[config.mk]
export PLATFORM = sky130hd
export DESIGN_NAME = window_vote_scanner
export DESIGN_NICKNAME = d
export VERILOG_FILES = /design/src/rtl/window_vote_scanner.sv
export SDC_FILE = /design/constraint.sdc
export NUM_CORES = 1
export LEC_CHECK = 0
export ABC_AREA = 1
export CAP_MARGIN = 20
export CORE_AREA = 10 10 108 110
export DETAILED_ROUTE_END_ITERATION = 8
export DIE_AREA = 0 0 118 120
export GPL_ROUTABILITY_DRIVEN = 0
export PLACE_DENSITY = 0.8
export SLEW_MARGIN = 0
export SYNTH_ARGS = -nofsm -noshare
export SYNTH_HDL_FRONTEND = slang
export SYNTH_SLANG_ARGS = --single-unit
export TNS_END_PERCENT = 20
[constraint.sdc]
create_clock -name clk -period 6.35 [get_ports clk]
set_input_delay 1.5875 -clock clk [delete_from_list [all_inputs] [get_ports clk]]
set_output_delay 1.5875 -clock clk [all_outputs]
set_load 0.005 [all_outputs]
[src/rtl/window_vote_scanner.sv]
// Scans an image in WIN x WIN windows (column strips), counts the ones in each
// window and flags windows whose count exceeds a threshold latched at start.
module window_vote_scanner #(
   parameter int WIN     = 3,
   parameter int STRIDE  = 3,
   parameter int IMG_W   = 240,
   parameter int IMG_H   = 180,
   parameter int MEM_LAT = 1,
   parameter int CNT_W   = 13
) (
   input  logic             clk,
   input  logic             reset,
   input  logic             start,
   input  logic [6:0]       threshold,
   output logic             rd_en,
   output logic [7:0]       x_addr,
   output logic [7:0]       y_addr,
   input  logic             rd_data,
   output logic             win_valid,
   output logic [6:0]       win_sum,
   output logic             win_active,
   output logic [7:0]       win_col,
   output logic [7:0]       win_row,
   output logic [CNT_W-1:0] active_count,
   output logic             busy,
   output logic             done
);

   localparam int NWX = (IMG_W - WIN) / STRIDE + 1;
   localparam int NWY = (IMG_H - WIN) / STRIDE + 1;
   localparam logic [2:0]       PIX_LAST = 3'(WIN - 1);
   localparam logic [7:0]       COL_LAST = 8'(NWX - 1);
   localparam logic [7:0]       ROW_LAST = 8'(NWY - 1);
   localparam logic [7:0]       STEP     = 8'(STRIDE);
   localparam logic [CNT_W-1:0] CNT_MAX  = '1;

   typedef enum logic [1:0] {IDLE, SCAN, DRAIN} state_t;
   state_t state, nextState;

   logic [2:0] pixCol, pixRow;
   logic [7:0] winColCnt, winRowCnt, xBase, yBase;
   logic [6:0] thrLatched, acc, sumNext;
   logic       accept, winFinal;

   logic       vld_p0, first_p0, last_p0, final_p0;
   logic       vld_p   [MEM_LAT:1];
   logic       first_p [MEM_LAT:1];
   logic       last_p  [MEM_LAT:1];
   logic       final_p [MEM_LAT:1];
   logic [7:0] col_p   [MEM_LAT:1];
   logic [7:0] row_p   [MEM_LAT:1];

   function automatic logic [CNT_W-1:0] satInc(input logic [CNT_W-1:0] v);
      return (v == CNT_MAX) ? v : v + CNT_W'(1);
   endfunction

   assign accept   = start && (state == IDLE);
   assign busy     = (state != IDLE);
   assign rd_en    = (state == SCAN);
   assign x_addr   = xBase + 8'(pixCol);
   assign y_addr   = yBase + 8'(pixRow);
   assign vld_p0   = rd_en;
   assign first_p0 = (pixCol == 3'd0) && (pixRow == 3'd0);
   assign last_p0  = (pixCol == PIX_LAST) && (pixRow == PIX_LAST);
   assign final_p0 = last_p0 && (winColCnt == COL_LAST) && (winRowCnt == ROW_LAST);

   always_ff @(posedge clk) begin
      if (reset) state <= IDLE;
      else       state <= nextState;
   end

   always_comb begin
      nextState = state;
      case (state)
         IDLE:    if (start) nextState = SCAN;
         SCAN:    if (final_p0) nextState = DRAIN;
         DRAIN:   if (win_valid && winFinal) nextState = IDLE;
         default: nextState = IDLE;
      endcase
   end

   always_ff @(posedge clk) begin
      if (reset) thrLatched <= '0;
      else if (accept) thrLatched <= threshold;
   end

   // Stage p0: read-address generation; counters freeze on the final read so addresses hold
   always_ff @(posedge clk) begin
      if (reset || accept) begin
         pixCol    <= '0;
         pixRow    <= '0;
         winColCnt <= '0;
         winRowCnt <= '0;
         xBase     <= '0;
         yBase     <= '0;
      end else if (rd_en && !final_p0) begin
         if (pixCol != PIX_LAST) begin
            pixCol <= pixCol + 3'd1;
         end else begin
            pixCol <= '0;
            if (pixRow != PIX_LAST) begin
               pixRow <= pixRow + 3'd1;
            end else begin
               pixRow <= '0;
               if (winRowCnt != ROW_LAST) begin
                  winRowCnt <= winRowCnt + 8'd1;
                  yBase     <= yBase + STEP;
               end else begin
                  winRowCnt <= '0;
                  yBase     <= '0;
                  winColCnt <= winColCnt + 8'd1;
                  xBase     <= xBase + STEP;
               end
            end
         end
      end
   end

   // Stages p1..pMEM_LAT: window tags travel with the outstanding read
   always_ff @(posedge clk) begin
      if (reset) begin
         for (int i = 1; i <= MEM_LAT; i++) begin
            vld_p[i]   <= 1'b0;
            first_p[i] <= 1'b0;
            last_p[i]  <= 1'b0;
            final_p[i] <= 1'b0;
            col_p[i]   <= '0;
            row_p[i]   <= '0;
         end
      end else begin
         vld_p[1]   <= vld_p0;
         first_p[1] <= first_p0;
         last_p[1]  <= last_p0;
         final_p[1] <= final_p0;
         col_p[1]   <= winColCnt;
         row_p[1]   <= winRowCnt;
         for (int i = 2; i <= MEM_LAT; i++) begin
            vld_p[i]   <= vld_p[i-1];
            first_p[i] <= first_p[i-1];
            last_p[i]  <= last_p[i-1];
            final_p[i] <= final_p[i-1];
            col_p[i]   <= col_p[i-1];
            row_p[i]   <= row_p[i-1];
         end
      end
   end

   always_comb sumNext = (first_p[MEM_LAT] ? 7'd0 : acc) + 7'(rd_data);

   // Final stage: accumulate aligned pixel, publish the window result on its last pixel
   always_ff @(posedge clk) begin
      if (vld_p[MEM_LAT]) acc <= sumNext;
   end

   always_ff @(posedge clk) begin
      if (reset) begin
         win_valid    <= 1'b0;
         winFinal     <= 1'b0;
         done         <= 1'b0;
         win_sum      <= '0;
         win_active   <= 1'b0;
         win_col      <= '0;
         win_row      <= '0;
         active_count <= '0;
      end else begin
         win_valid <= vld_p[MEM_LAT] && last_p[MEM_LAT];
         winFinal  <= vld_p[MEM_LAT] && final_p[MEM_LAT];
         done      <= win_valid && winFinal;
         if (vld_p[MEM_LAT] && last_p[MEM_LAT]) begin
            win_sum    <= sumNext;
            win_active <= (sumNext > thrLatched);
            win_col    <= col_p[MEM_LAT];
            win_row    <= row_p[MEM_LAT];
         end
         if (accept)
            active_count <= '0;
         else if (vld_p[MEM_LAT] && last_p[MEM_LAT] && (sumNext > thrLatched))
            active_count <= satInc(active_count);
      end
   end

endmodule

==> reports/metrics.json <==
{
  "port-buffer-count": 67,
  "row_count": 36,
  "clkSlewWorstSetupHoldPaths_ps": 60,
  "ys_seq_area_frac": 0.4224,
  "grt_pass1_wl_um": 22630,
  "placed_area_sq_um": 6267,
  "via_count": 5023,
  "report.final.hold_viol_count": 0,
  "post-route-period-util": 0.6769,
  "dr_wl_met2_um": 6354,
  "yosysUniqueCellTypes": 35,
  "synth_area_sq_um": 5569,
  "synth_async_sr_flop_share": 0,
  "drc_errors": 0,
  "post_route_cells_drive_above_1_share": 0.06424,
  "minimum_clock_period_ps": 4298,
  "r2r_slack_ps": 3300,
  "postCtsSetupRepairBufs": 0,
  "routed_wirelength_um": 13010,
  "maximum_clock_path_buffer_count": 2,
  "commonest_register_cell_after_synthesis": "dfxtp_1",
  "ir_drop_v": 0.0001954,
  "utilization": 0.7184,
  "holdPathEnd": "winFinal",
  "power.share.clock": 0.536,
  "power_leakage_nw": 2.767,
  "power_switching_mw": 0.3794,
  "critPathLaunchType": "flip-flop",
  "nNetsFinal": 845,
  "synth_cells": 754,
  "pre_cts_ws_ps": 1821,
  "synth_edf_count": 7,
  "setup_viol_count_final": 0,
  "h-tree-depth": 4,
  "total_power_mw": 1.764,
  "synthTopCellsByArea": "dfxtp_1, nand2_1, nor2_1",
  "maxClockFrequency_mhz": 232.7,
  "drt-wirelength-per-cell_um": 13.58,
  "detailroute.wirelength.met3_um": 848,
  "floorplan.die.width_um": 118,
  "first_global_vias": 5070,
  "hold_ws_ps": 420.7,
  "core_sq_um": 9549,
  "fin_skew_ps": 8.242,
  "via_per_inst": 5.243,
  "dp.cells": 926,
  "p_int_mw": 1.385,
  "final_cell_count_no_fill": 958,
  "crit_arrival_ps": 2710,
  "firstDrtPassIters": 5,
  "area_delta_synth_final_pct": 23.19,
  "cp_max_fo": 7,
  "cap_viol_max_count": 0,
  "yosys.area.top_type": "dfxtp_1",
  "stdcell_area_sq_um": 6860,
  "die_area_sq_um": 14160,
  "power_density_nw_per_um2": 257.2,
  "yosys_warnings": 0,
  "report.final.slew_viol_count": 0,
  "crit-reg2reg-capture": "active_count[2]",
  "switching_share": 0.2150,
  "worst_pin_slew_ps": 963.2,
  "die_height_um": 120,
  "dr.first_iter.drc_count": 348,
  "cts.sink_count": 114,
  "combinationalPowerShare": 0.046,
  "grt_antenna_before_repair": 0,
  "grt_remaining_overflow": 0,
  "worst_hold_path_type": "reg2reg",
  "synth_top_cell_area_share": 0.3846,
  "post_cts_hold_buffer_count": 0,
  "finalSetupTns_ps": 0,
  "initial_utilization": 0.5832,
  "regToRegStartpoint": "first_p[1]",
  "rr_worst_depth": 16,
  "num_antenna_cells": 0,
  "cts_repair_resize_count": 0,
  "postSynthNetCount": 787,
  "ff_latch_area_sq_um": 2352,
  "hold-path-cell-count": 2,
  "grt_start_max_net_pins": 32,
  "rsz0062_at_grt": "no",
  "holdCritStartpoint": "final_p[1]",
  "cts_root_buf": "clkbuf_8",
  "clk-insertion-delay-late_ps": 520,
  "ios": 68,
  "post-dp-hpwl_um": 9085,
  "outcome": "finished, final reports clean",
  "worst_ep_required_time_ps": 4760,
  "routedLengthMet1_um": 5665,
  "rel_slew_slack": 0.3559,
  "tritoncts": "built",
  "power.share.sequential": 0.418,
  "ys_seq_elements": 114,
  "top_signal_layer_used": "met4",
  "multi_input_area_sq_um": 2703,
  "cts_inserted_buffers": 17,
  "fillers": 763,
  "worst_setup_path_end_kind": "output pin",
  "grtUsageTotal": 0.1881,
  "avgSynthCellArea_sq_um": 7.386,
  "setup_ws_ps": 2052,
  "crit_path_class": "reg2out",
  "detail-route-antenna-nets": 0
}
cells in the mapped netlist, types with 5 or more instances:
library cell,count
ha_1,20
nand2_1,139
nand4_1,31
buf_2,9
nand3_2,5
inv_1,93
xnor2_1,7
nor2_1,122
clkbuf_1,14
nand3_1,44
edfxtp_1,7
xor2_1,22
dfxtp_1,107
o21ai_0,40
a21oi_1,56
layer usage:
metal / vias to the layer above / global-route usage
met5: - / 0
li1: 2530 / -
met4: 0 / 0.06955
met3: 17 / 0.06751
met1: 2337 / 0.2119
met2: 139 / 0.3217
power groups by stage:
stage                     combinational, mW  clock [mW]  sequential, mW
after floorplan                      0.0557           0           0.751
after global placement               0.0757           0           0.752
after detailed placement             0.0791           0           0.753
after CTS                            0.0801       0.953           0.738
after global routing                 0.0925       0.989           0.738
final                                0.0804       0.946           0.738
final cells by class:
type	count	share of cell area
Inverter	98	0.05362
Multi-Input combinational cell	513	0.3939
Tap cell	133	0.02426
Timing Repair Buffer	68	0.09885
Sequential cell	114	0.3429
Clock buffer	21	0.06712
Clock inverter	11	0.01933
worst max-delay path by stage:
stage | slack [ps] | startpoint | end
floorplan | 2730 | rd_data | active_count[2]
global placement | 1950 | rd_data | active_count[2]
detailed placement | 1820 | rd_data | active_count[2]
CTS | 2030 | pixCol[0] | x_addr[6]
global route | 1920 | pixCol[0] | x_addr[6]
finish | 2050 | pixCol[0] | x_addr[6]
critical path: stages, from the launching register on:
cell and delay [ps]:
dfxtp_1 500, ha_1 220, inv_1 50, fa_1 400, o22ai_1 240, nand2_1 100
xor2_1 150, clkdlybuf4s50_1 520
kinds of logic after synthesis:
| group | Yosys count | synth area share |
|---|---|---|
| AOI/OAI and AO/OA | 100 | 0.09122 |
| DFF | 114 | 0.4224 |
| buffers and inverters | 127 | 0.09234 |
| and+or+nand+nor | 362 | 0.2963 |
| adders and majority gates | 22 | 0.05212 |
| xor gates and xnor gates | 29 | 0.04561 |
registers in the layout (all words and copies together), names as in the netlist, 2 cells and up:
signal / count
xBase: 8
win_col: 8
winRowCnt: 8
state: 2
col_p: 8
win_row: 8
winColCnt: 8
active_count: 13
pixRow: 3
yBase: 8
pixCol: 3
thrLatched: 7
win_sum: 7
acc: 7
row_p: 8
cell usage in the layout (no fill, tap or decap), types with 2 or more instances in the layout:
cell,n
xor2_1,22
inv_2,2
nor2_1,122
bufinv_16,3
inv_1,93
o22ai_1,2
nor3_1,4
nand3_1,44
nand2_2,2
or2_2,2
ha_1,20
o21ai_0,40
clkbuf_8,2
clkinv_1,3
nand4_1,31
nor2_8,2
clkinv_2,7
edfxtp_1,7
clkdlybuf4s50_1,67
fa_1,2
nand2_1,139
dfxtp_1,107
xnor2_1,7
clkbuf_16,17
nand3_4,2
nand3_2,5
nor2_2,2
nor2_4,3
clkbuf_1,2
a21oi_1,56
Note: power is estimated with default switching activity, not from simulation.
